$ cat src/rtl/conv_param_loader_if.sv
// Handshake and write-port bundle for the convolution parameter loader.
// The master drives starts, config and the parameter stream; the slave is the loader.
interface conv_param_loader_if #(
  parameter int BIAS_GROUP_BITS = 7,
  parameter int WT_BITS         = 72
);
  logic                       start_bias;
  logic                       start_wt;
  logic [BIAS_GROUP_BITS-1:0] cfg_og_first;
  logic [BIAS_GROUP_BITS:0]   cfg_og_count;
  logic [9:0]                 cfg_ci_groups;

  logic [127:0]               s_data;
  logic                       s_valid;
  logic                       s_ready;
  logic                       s_last;

  logic                       bias_wr_en;
  logic [127:0]               bias_wr_data;
  logic                       bias_wr_addr_rst;

  logic                       wt_wr_en;
  logic [WT_BITS-1:0]         wt_wr_data;
  logic                       wt_wr_addr_rst;

  logic                       busy;
  logic                       done;
  logic                       err;

  modport master (
    output start_bias, start_wt, cfg_og_first, cfg_og_count, cfg_ci_groups,
    output s_data, s_valid, s_last,
    input  s_ready,
    input  bias_wr_en, bias_wr_data, bias_wr_addr_rst,
    input  wt_wr_en, wt_wr_data, wt_wr_addr_rst,
    input  busy, done, err
  );

  modport slave (
    input  start_bias, start_wt, cfg_og_first, cfg_og_count, cfg_ci_groups,
    input  s_data, s_valid, s_last,
    output s_ready,
    output bias_wr_en, bias_wr_data, bias_wr_addr_rst,
    output wt_wr_en, wt_wr_data, wt_wr_addr_rst,
    output busy, done, err
  );
endinterface

$ cat src/rtl/conv_param_loader.sv
// Convolution parameter loader: moves a bias batch or one output group of
// 3x3 weights from a 128-bit stream into the bias/weight buffer write ports.
//
// state    | meaning
// IDLE     | waiting for start_bias / start_wt
// B_RST    | one-cycle bias buffer address reset (batch starts at OG0)
// B_STREAM | accepting bias beats, 4 x 32-bit biases per beat
// W_RST    | one-cycle weight buffer address reset
// W_STREAM | accepting weight beats, low WT_BITS of each beat used
// FIN      | one-cycle done pulse, then back to IDLE
module conv_param_loader #(
  parameter int BIAS_GROUP_BITS = 7,
  parameter int WT_BITS         = 72
) (
  input logic               clk,
  input logic               rst_n,
  conv_param_loader_if.slave bus
);

  typedef enum logic [2:0] {
    IDLE     = 3'd0,
    B_RST    = 3'd1,
    B_STREAM = 3'd2,
    W_RST    = 3'd3,
    W_STREAM = 3'd4,
    FIN      = 3'd5
  } state_t;

  state_t               state_q;
  logic [31:0]          remain_q;
  logic                 s_ready_q;
  logic                 bias_wr_en_q;
  logic [127:0]         bias_wr_data_q;
  logic                 bias_addr_rst_q;
  logic                 wt_wr_en_q;
  logic [WT_BITS-1:0]   wt_wr_data_q;
  logic                 wt_addr_rst_q;
  logic                 busy_q;
  logic                 done_q;
  logic                 err_q;

  logic [31:0]          bias_beats_d;
  logic [31:0]          wt_beats_d;
  logic                 xfer_d;
  logic                 last_beat_d;

  // Load sizes from the live config (latched into remain_q on accept) and beat qualifiers.
  always_comb begin
    bias_beats_d = 32'(bus.cfg_og_count) << 1;
    wt_beats_d   = 32'(bus.cfg_ci_groups) << 6;
    xfer_d       = bus.s_valid & s_ready_q;
    last_beat_d  = (remain_q == 32'd1);
  end

  // Sequencer with registered outputs; write strobes, addr resets and done default low each cycle.
  always_ff @(posedge clk or negedge rst_n) begin
    if (!rst_n) begin
      state_q         <= IDLE;
      remain_q        <= '0;
      s_ready_q       <= 1'b0;
      bias_wr_en_q    <= 1'b0;
      bias_wr_data_q  <= '0;
      bias_addr_rst_q <= 1'b0;
      wt_wr_en_q      <= 1'b0;
      wt_wr_data_q    <= '0;
      wt_addr_rst_q   <= 1'b0;
      busy_q          <= 1'b0;
      done_q          <= 1'b0;
      err_q           <= 1'b0;
    end else begin
      bias_wr_en_q    <= 1'b0;
      wt_wr_en_q      <= 1'b0;
      bias_addr_rst_q <= 1'b0;
      wt_addr_rst_q   <= 1'b0;
      done_q          <= 1'b0;
      unique case (state_q)
        IDLE: begin
          // start_bias has priority; a simultaneous start_wt is dropped.
          if (bus.start_bias) begin
            err_q    <= 1'b0;
            busy_q   <= 1'b1;
            remain_q <= bias_beats_d;
            if (bus.cfg_og_first == '0) begin
              state_q         <= B_RST;
              bias_addr_rst_q <= 1'b1;
            end else if (bias_beats_d == 32'd0) begin
              state_q <= FIN;
              done_q  <= 1'b1;
            end else begin
              state_q   <= B_STREAM;
              s_ready_q <= 1'b1;
            end
          end else if (bus.start_wt) begin
            err_q         <= 1'b0;
            busy_q        <= 1'b1;
            remain_q      <= wt_beats_d;
            state_q       <= W_RST;
            wt_addr_rst_q <= 1'b1;
          end
        end
        B_RST, W_RST: begin
          if (remain_q == 32'd0) begin
            state_q <= FIN;
            done_q  <= 1'b1;
          end else begin
            state_q   <= (state_q == B_RST) ? B_STREAM : W_STREAM;
            s_ready_q <= 1'b1;
          end
        end
        B_STREAM, W_STREAM: begin
          if (xfer_d) begin
            if (state_q == B_STREAM) begin
              bias_wr_en_q   <= 1'b1;
              bias_wr_data_q <= bus.s_data;
            end else begin
              wt_wr_en_q   <= 1'b1;
              wt_wr_data_q <= bus.s_data[WT_BITS-1:0];
            end
            // s_last must coincide with the final expected beat; the load runs to count anyway.
            if (bus.s_last != last_beat_d) err_q <= 1'b1;
            remain_q <= remain_q - 32'd1;
            if (last_beat_d) s_ready_q <= 1'b0;
          end else if (remain_q == 32'd0) begin
            // Final write is on the port this cycle, so done lands one cycle after it.
            state_q <= FIN;
            done_q  <= 1'b1;
          end
        end
        FIN: begin
          state_q <= IDLE;
          busy_q  <= 1'b0;
        end
        default: begin
          state_q   <= IDLE;
          busy_q    <= 1'b0;
          s_ready_q <= 1'b0;
        end
      endcase
    end
  end

  assign bus.s_ready          = s_ready_q;
  assign bus.bias_wr_en       = bias_wr_en_q;
  assign bus.bias_wr_data     = bias_wr_data_q;
  assign bus.bias_wr_addr_rst = bias_addr_rst_q;
  assign bus.wt_wr_en         = wt_wr_en_q;
  assign bus.wt_wr_data       = wt_wr_data_q;
  assign bus.wt_wr_addr_rst   = wt_addr_rst_q;
  assign bus.busy             = busy_q;
  assign bus.done             = done_q;
  assign bus.err              = err_q;

endmodule
$ cat src/flat_wrapper.sv
// flat-port wrapper written by rule: the top's interface ports become plain ports
module conv_param_loader_flat 
#(
  parameter int BIAS_GROUP_BITS = 7,
  parameter int WT_BITS         = 72
)
  (clk, rst_n, bus_start_bias, bus_start_wt, bus_cfg_og_first, bus_cfg_og_count, bus_cfg_ci_groups, bus_s_data, bus_s_valid, bus_s_last, bus_s_ready, bus_bias_wr_en, bus_bias_wr_data, bus_bias_wr_addr_rst, bus_wt_wr_en, bus_wt_wr_data, bus_wt_wr_addr_rst, bus_busy, bus_done, bus_err);
  conv_param_loader_if #(.BIAS_GROUP_BITS(BIAS_GROUP_BITS), .WT_BITS(WT_BITS)) bus_i ();
  input logic clk;
  input logic rst_n;
  input wire logic [$bits(bus_i.start_bias)-1:0] bus_start_bias;
  input wire logic [$bits(bus_i.start_wt)-1:0] bus_start_wt;
  input wire logic [$bits(bus_i.cfg_og_first)-1:0] bus_cfg_og_first;
  input wire logic [$bits(bus_i.cfg_og_count)-1:0] bus_cfg_og_count;
  input wire logic [$bits(bus_i.cfg_ci_groups)-1:0] bus_cfg_ci_groups;
  input wire logic [$bits(bus_i.s_data)-1:0] bus_s_data;
  input wire logic [$bits(bus_i.s_valid)-1:0] bus_s_valid;
  input wire logic [$bits(bus_i.s_last)-1:0] bus_s_last;
  output wire logic [$bits(bus_i.s_ready)-1:0] bus_s_ready;
  output wire logic [$bits(bus_i.bias_wr_en)-1:0] bus_bias_wr_en;
  output wire logic [$bits(bus_i.bias_wr_data)-1:0] bus_bias_wr_data;
  output wire logic [$bits(bus_i.bias_wr_addr_rst)-1:0] bus_bias_wr_addr_rst;
  output wire logic [$bits(bus_i.wt_wr_en)-1:0] bus_wt_wr_en;
  output wire logic [$bits(bus_i.wt_wr_data)-1:0] bus_wt_wr_data;
  output wire logic [$bits(bus_i.wt_wr_addr_rst)-1:0] bus_wt_wr_addr_rst;
  output wire logic [$bits(bus_i.busy)-1:0] bus_busy;
  output wire logic [$bits(bus_i.done)-1:0] bus_done;
  output wire logic [$bits(bus_i.err)-1:0] bus_err;
  assign bus_i.start_bias = bus_start_bias;
  assign bus_i.start_wt = bus_start_wt;
  assign bus_i.cfg_og_first = bus_cfg_og_first;
  assign bus_i.cfg_og_count = bus_cfg_og_count;
  assign bus_i.cfg_ci_groups = bus_cfg_ci_groups;
  assign bus_i.s_data = bus_s_data;
  assign bus_i.s_valid = bus_s_valid;
  assign bus_i.s_last = bus_s_last;
  assign bus_s_ready = bus_i.s_ready;
  assign bus_bias_wr_en = bus_i.bias_wr_en;
  assign bus_bias_wr_data = bus_i.bias_wr_data;
  assign bus_bias_wr_addr_rst = bus_i.bias_wr_addr_rst;
  assign bus_wt_wr_en = bus_i.wt_wr_en;
  assign bus_wt_wr_data = bus_i.wt_wr_data;
  assign bus_wt_wr_addr_rst = bus_i.wt_wr_addr_rst;
  assign bus_busy = bus_i.busy;
  assign bus_done = bus_i.done;
  assign bus_err = bus_i.err;
  conv_param_loader #(.BIAS_GROUP_BITS(BIAS_GROUP_BITS), .WT_BITS(WT_BITS)) u_core (.clk(clk), .rst_n(rst_n), .bus(bus_i));
endmodule
$ cat config.mk
export PLATFORM = sky130hd
export DESIGN_NAME = conv_param_loader_flat
export DESIGN_NICKNAME = d
export VERILOG_FILES = /design/src/rtl/conv_param_loader_if.sv /design/src/rtl/conv_param_loader.sv /design/src/flat_wrapper.sv
export SDC_FILE = /design/constraint.sdc
export NUM_CORES = 1
export LEC_CHECK = 0
export CORE_MARGIN = 3
export CORE_UTILIZATION = 50
export CTS_BUF_LIST = sky130_fd_sc_hd__clkbuf_8
export DETAILED_ROUTE_END_ITERATION = 16
export GPL_ROUTABILITY_DRIVEN = 0
export MAX_ROUTING_LAYER = met4
export PLACE_DENSITY_LB_ADDON = 0.08
export SYNTH_ARGS = -nofsm -noshare
export SYNTH_HDL_FRONTEND = slang
export SYNTH_SLANG_ARGS = --single-unit
export TNS_END_PERCENT = 100
$ cat constraint.sdc
create_clock -name clk -period 5.7 [get_ports clk]
set_input_delay 1.14 -clock clk [delete_from_list [all_inputs] [get_ports clk]]
set_output_delay 1.14 -clock clk [all_outputs]
set_load 0.02 [all_outputs]
==> impl_metrics.py, run 1 <==
metrics = {
    "run_status": {
        "status": "finished clean",
    },
    "synthesis": {
        "syn_inst": 1148,
        "syn_nets": 1310,
        "syn_area_per_cell_um2": 8.72,
        "synth_flop_cell": "dfrtp_1",
        "yosysSeqAreaShare_pct": 60.7,
        "synth-edff-count": 0,
        "synth.distinct_cells": 51,
        "synth_seq_cells": 243,
        "syn_area_um2": 10000,
        "synth-async-reset-ratio_pct": 100,
        "ys_warn_count": 0,
    },
    "power": {
        "intPower_w": 0.00488,
        "seqPwrFrac_pct": 34.9,
        "netSwitchingPower_w": 0.00337,
        "power-per-cell-area_nw_per_um2": 564,
        "switching_share_pct": 40.8,
        "combPwrFrac_pct": 47.6,
        "ir_worst_vdd_v": 0.000346,
        "pwr-share-clk_pct": 17.5,
        "cellLeakagePower_nw": 7.19,
    },
    "finish": {
        "final_util_pct": 74.6,
        "final_cell_area_um2": 14600,
        "fin_cells": 1794,
        "mostFrequentLayoutCell": "nand2_1",
        "final_cell_mix": "nand2_1 (616), clkdlybuf4s50_1 (365), dfrtp_1 (243)",
        "antenna_cells": 0,
        "layout-drive-gt1-share_pct": 5.04,
        "fin_nets": 1669,
        "area_delta_synth_final_pct": 45.9,
    },
    "clock_network": {
        "clk_pin_slew_ns": 0.06,
        "cts_setup_buffers": 0,
        "cts_buffer_depth": 3,
        "cts_tree": "built",
        "holdBufCountCts": 0,
        "cts.sinks": 243,
        "cts_buffers": 42,
        "insertion_delay_ns": 0.53,
        "root_buffer": "clkbuf_8",
        "cts-resized-gates": 0,
        "cts_max_level": 2,
    },
    "routing": {
        "ant_nets": 0,
        "via_per_inst": 5.14,
        "routedWlPerCell_um": 17.6,
        "drt_iter0_drc": 738,
        "vias": 9226,
        "drt_wl_total_um": 31600,
        "firstDrtPassIters": 5,
        "drc": 0,
    },
    "sta": {
        "setup_violations": 0,
        "rsz0062_at_grt": "no",
        "hold_viol": 0,
        "fin_tns_setup_ns": 0,
        "period_share_pct": 62.7,
        "slew_viol_final": 0,
        "max_slew_margin_pct": 24.4,
        "max_freq_mhz": 280,
        "fin_skew_ns": 0.0151,
        "worst_pin_slew_ns": 1.13,
        "period_minus_slack_ns": 3.58,
    },
    "placement": {
        "dp.cells": 1728,
        "portBuffers": 366,
        "place_area_um2": 13900,
        "hpwlAfterDp_um": 21700,
    },
    "hold_path": {
        "hp-start": "u_core.bus.wt_wr_data[14]$_DFFE_PN0P_",
        "hp-class": "reg -> reg",
    },
    "setup_path": {
        "worstSetupStartpoint": "bus_start_bias",
        "crit_path_max_fanout": 16,
        "critPathArrivalTime_ns": 4.02,
        "cp-start-kind": "input pin",
        "cp-end-kind": "flop",
        "crit_type": "in -> reg",
        "required_ns": 6.14,
        "rr_startpoint": "u_core.state_q[2]$_DFFE_PN0P_",
    },
    "die": {
        "die_area_um2": 21800,
        "initial_core_util_pct": 51.1,
        "die_width_um": 148,
        "dieHeight_um": 148,
        "row_count": 51,
        "core_um2": 19600,
        "io_pins": 367,
    },
    "flow_run": {
        "cap_viol_max_count": 0,
    },
    "global_route": {
        "gr-usage-all-layers_pct": 29.4,
        "grt_pass1_vias": 9264,
        "grt_pass1_wl_um": 49500,
        "grt_start_max_net_pins": 125,
        "antenna_found_initial": 0,
        "overflow": 0,
    },
}
[per-layer routing]
| metal | wire length [um] | share of wire, % | up-vias | GRT usage, % |
|---|---|---|---|---|
| met5 | 0 | 0 | - | - |
| met4 | 873 | 2.8 | 0 | 9.37 |
| met3 | 2720 | 8.6 | 62 | 9.14 |
| met2 | 15700 | 50 | 364 | 48.1 |
| met1 | 12300 | 39 | 4422 | 35.0 |
| li1 | - | - | 4378 | - |
[area by class of cell]
cell class,count,area [um^2]
flip-flops and latches,243,6080
well taps,265,332
repair buffers,375,3750
clock inverters,18,78.8
clock buffers,48,661
multi-input cells,833,3670
inverters,12,47.5
fillers,1490,4980
[power by group through the flow]
stage / clock, W / sequential, W / combinational, W
2_1_floorplan: 0 / 0.00363 / 0.00124
5_1_grt: 0.00156 / 0.00297 / 0.00425
3_5_place_dp: 0 / 0.00288 / 0.00393
4_1_cts: 0.00147 / 0.00288 / 0.00395
3_3_place_gp: 0 / 0.00286 / 0.00386
6_report: 0.00144 / 0.00288 / 0.00393
[synth_stat cells (2+ instances only)]
| master | number | share of area (%) |
|---|---|---|
| nor4_1 | 11 | 0.69 |
| xor2_1 | 7 | 0.61 |
| nand4_1 | 8 | 0.50 |
| o31ai_1 | 3 | 0.22 |
| clkbuf_1 | 51 | 1.9 |
| buf_1 | 7 | 0.26 |
| nand2b_1 | 3 | 0.19 |
| nand2_1 | 616 | 23 |
| o32ai_1 | 2 | 0.17 |
| mux2_2 | 2 | 0.22 |
| nor3b_1 | 2 | 0.15 |
| nand3_1 | 8 | 0.40 |
| a21o_1 | 2 | 0.15 |
| and2_1 | 5 | 0.31 |
| a21oi_1 | 19 | 0.95 |
| a22oi_1 | 2 | 0.15 |
| nor2b_1 | 2 | 0.12 |
| a22o_1 | 2 | 0.17 |
| or2_2 | 2 | 0.12 |
| dfrtp_1 | 243 | 61 |
| nor2_1 | 35 | 1.3 |
| and3_1 | 3 | 0.19 |
| or4_1 | 11 | 0.82 |
| o21ai_0 | 35 | 1.7 |
| a31oi_1 | 9 | 0.56 |
| ha_1 | 3 | 0.37 |
| mux2i_1 | 2 | 0.20 |
| o22ai_1 | 2 | 0.12 |
| inv_1 | 11 | 0.41 |
| nor3_1 | 9 | 0.45 |
| a311oi_1 | 3 | 0.26 |
| or3_1 | 9 | 0.56 |
[cells by family after synthesis]
group                      synth area share [%]
AOI/OAI and AO/OA                          5.51
xor gates and xnor gates                  0.700
muxes                                     0.425
and+or+nand+nor                            29.5
adders and majority gates                 0.375
DFF                                        60.7
buffers and inverters                      2.79
[worst paths after layout]
| kind | slack (ns) | end | depth (start not counted) |
|---|---|---|---|
| worst max-delay path | 2.12 | u_core.remain_q[29]$_DFFE_PN0P_ | 6 |
| worst min-delay path | 0.47 | u_core.bus.wt_wr_data[14]$_DFFE_PN0P_ | 2 |
| worst max register to register | 2.78 | u_core.remain_q[29]$_DFFE_PN0P_ | 5 |
| worst min register to register | 0.47 | u_core.bus.wt_wr_data[14]$_DFFE_PN0P_ | 2 |
| max in group asynchronous | 3.88 | u_core.bus.bias_wr_data[31]$_DFFE_PN0P_ | 2 |
| min in group asynchronous | 0.67 | u_core.remain_q[14]$_DFFE_PN0P_ | 1 |
[flip-flops by register name, indices dropped and copies added, names as in the netlist]
| register | count |
|---|---|
| u_core.bus.bias_wr_data | 128 |
| u_core.bus.wt_wr_data | 72 |
| u_core.remain_q | 32 |
| u_core.state_q | 3 |
| u_core.bus.bias_wr_addr_rst | 1 |
| u_core.bus.bias_wr_en | 1 |
| u_core.bus.busy | 1 |
| u_core.bus.done | 1 |
| u_core.bus.err | 1 |
| u_core.bus.s_ready | 1 |
| u_core.bus.wt_wr_addr_rst | 1 |
| u_core.bus.wt_wr_en | 1 |
[through the flow]
stage                     hold slack, ns  total power, W  setup slack (ns)
final                              0.471         0.00825              2.12
after global routing               0.490         0.00878              1.97
after CTS                          0.474         0.00830              2.22
after detailed placement           0.461         0.00682              1.64
after global placement             0.456         0.00672              1.75
after floorplan                    0.471         0.00486              3.17
[critical path: stages]
cell	delay (ns)
clkdlybuf4s50_1	0.83
nor2_1	0.26
o32ai_2	0.61
nand3_1	0.48
or4_1	0.53
a21oi_1	0.15
Power figures use the tool's default switching activity.
==> run 2: changes to the inputs <==
Settings changed: CORE_UTILIZATION 50 to 46.
Clock period 5.7 ns to 3.3 ns, I/O delays scaled along.
==> impl_metrics.py, run 2 (synthesized netlist as in run 1, its figures left out) <==
metrics = {
    "run_status": {
        "status": "finished clean",
    },
    "die": {
        "io_pins": 367,
        "dieHeight_um": 154,
        "die_width_um": 154,
        "initial_core_util_pct": 47.2,
        "row_count": 53,
        "core_um2": 21200,
        "die_area_um2": 23600,
    },
    "global_route": {
        "grt_start_max_net_pins": 75,
        "overflow": 0,
        "grt_pass1_vias": 9350,
        "grt_pass1_wl_um": 50500,
        "antenna_found_initial": 1,
        "gr-usage-all-layers_pct": 27.3,
    },
    "clock_network": {
        "cts_buffer_depth": 3,
        "cts-resized-gates": 0,
        "clk_pin_slew_ns": 0.06,
        "cts_max_level": 2,
        "cts_buffers": 42,
        "root_buffer": "clkbuf_8",
        "cts_setup_buffers": 0,
        "cts_tree": "built",
        "cts.sinks": 243,
        "insertion_delay_ns": 0.54,
        "holdBufCountCts": 0,
    },
    "power": {
        "pwr-share-clk_pct": 18.1,
        "total_power_w": 0.0145,
        "ir_worst_vdd_v": 0.000594,
        "seqPwrFrac_pct": 34.5,
        "netSwitchingPower_w": 0.00586,
        "switching_share_pct": 40.6,
        "power-per-cell-area_nw_per_um2": 975,
        "combPwrFrac_pct": 47.4,
        "intPower_w": 0.00859,
        "cellLeakagePower_nw": 7.30,
    },
    "placement": {
        "hpwlAfterDp_um": 22300,
        "portBuffers": 366,
        "place_area_um2": 14000,
        "place_ws_ns": 0.559,
    },
    "finish": {
        "fin_nets": 1682,
        "largest_register_ffs": 128,
        "area_delta_synth_final_pct": 48.1,
        "final_cell_area_um2": 14800,
        "final_cell_mix": "nand2_1 (616), clkdlybuf4s50_1 (365), dfrtp_1 (243)",
        "layout-drive-gt1-share_pct": 5.81,
        "mostFrequentLayoutCell": "nand2_1",
    },
    "sta": {
        "period_share_pct": 84.4,
        "hold_viol": 0,
        "worst_pin_slew_ns": 0.803,
        "max_freq_mhz": 359,
        "fin_skew_ns": 0.0193,
        "timing.hold.ws_ns": 0.0795,
        "fin_ws_ns": 0.514,
        "period_minus_slack_ns": 2.79,
        "rsz0062_at_grt": "no",
        "slew_viol_final": 0,
        "fin_tns_setup_ns": 0,
        "max_slew_margin_pct": 45.9,
        "setup_violations": 0,
    },
    "routing": {
        "routedWlPerCell_um": 17.5,
        "drt_iter0_drc": 526,
        "firstDrtPassIters": 5,
        "ant_nets": 0,
        "vias": 9234,
        "drt_wl_total_um": 31900,
        "drc": 0,
        "via_per_inst": 5.06,
    },
    "hold_path": {
        "hp-class": "in -> async",
    },
    "setup_path": {
        "cp-start-kind": "flop",
        "cp.buffers_inverters": 0,
        "cp-end-kind": "flop",
        "critPathArrivalTime_ns": 3.20,
        "critPathMaxStageDelay_ns": 0.75,
        "crit_family": "simple AND/OR/NAND/NOR gates",
        "crit_path_max_fanout": 8,
        "required_ns": 3.71,
        "crit_type": "reg -> reg",
        "slowest_stage": "nor4_1",
        "path_cells": "or4_1 > nor4_1 > nand2_1 > o221a_2 > o32ai_1",
    },
    "flow_run": {
        "cap_viol_max_count": 0,
    },
}
## run 2: metrics by stage
| stage | cells | utilization, % |
|---|---|---|
| finish | 1824 | 69.9 |
| global route | 1824 | 69.9 |
| floorplan | 1148 | - |
| detailed placement | 1751 | 66.1 |
| global placement | 1751 | 66.1 |
| CTS | 1823 | 69.9 |
## run 2: layout make-up
type | count | area, um^2
inverter | 12 | 47.5
timing repair buffer | 388 | 3880
clock inverter | 20 | 86.3
fill | 1708 | 6390
sequential | 243 | 6080
antenna | 1 | 2.50
tap | 275 | 344
multi-input combinational | 833 | 3670
clock buffer | 52 | 716
## run 2: path summary, 6_finish.rpt
path | startpoint | to | slack (ns) | cells after the start
min in group clk | u_core.bus.bias_wr_data[88]$_DFFE_PN0P_ | u_core.bus.bias_wr_data[88]$_DFFE_PN0P_ | 0.47 | 2
max | u_core.remain_q[16]$_DFFE_PN0P_ | u_core.state_q[2]$_DFFE_PN0P_ | 0.51 | 5
min reg2reg | u_core.bus.bias_wr_data[88]$_DFFE_PN0P_ | u_core.bus.bias_wr_data[88]$_DFFE_PN0P_ | 0.47 | 2
max reg2reg | u_core.remain_q[16]$_DFFE_PN0P_ | u_core.state_q[2]$_DFFE_PN0P_ | 0.51 | 5
min | rst_n | u_core.bus.wt_wr_addr_rst$_DFF_PN0_ | 0.08 | 1
max in group asynchronous | rst_n | u_core.bus.bias_wr_data[115]$_DFFE_PN0P_ | 2.35 | 2
## run 2: power groups by stage
stage	Combinational (W)	Clock (W)	Sequential, W
after floorplan	0.00214	0	0.00626
after global placement	0.00678	0	0.00496
after detailed placement	0.00687	0	0.00498
after CTS	0.00690	0.00268	0.00498
after global routing	0.00739	0.00282	0.00515
final	0.00685	0.00262	0.00498
## run 2: worst reg2reg max path, cell delays in order, from the launching register on
cell,delay [ns]
dfrtp_1,0.43
or4_1,0.69
nor4_1,0.75
nand2_1,0.21
o221a_2,0.34
o32ai_1,0.25
## run 2: per-layer routing
layer | up-vias | global-route usage (%) | routed length (um)
met4 | 0 | 11.0 | 1270
met1 | 4377 | 33.1 | 12300
met3 | 82 | 8.11 | 2770
li1 | 4408 | - | -
met5 | - | - | 0
met2 | 367 | 43.2 | 15500
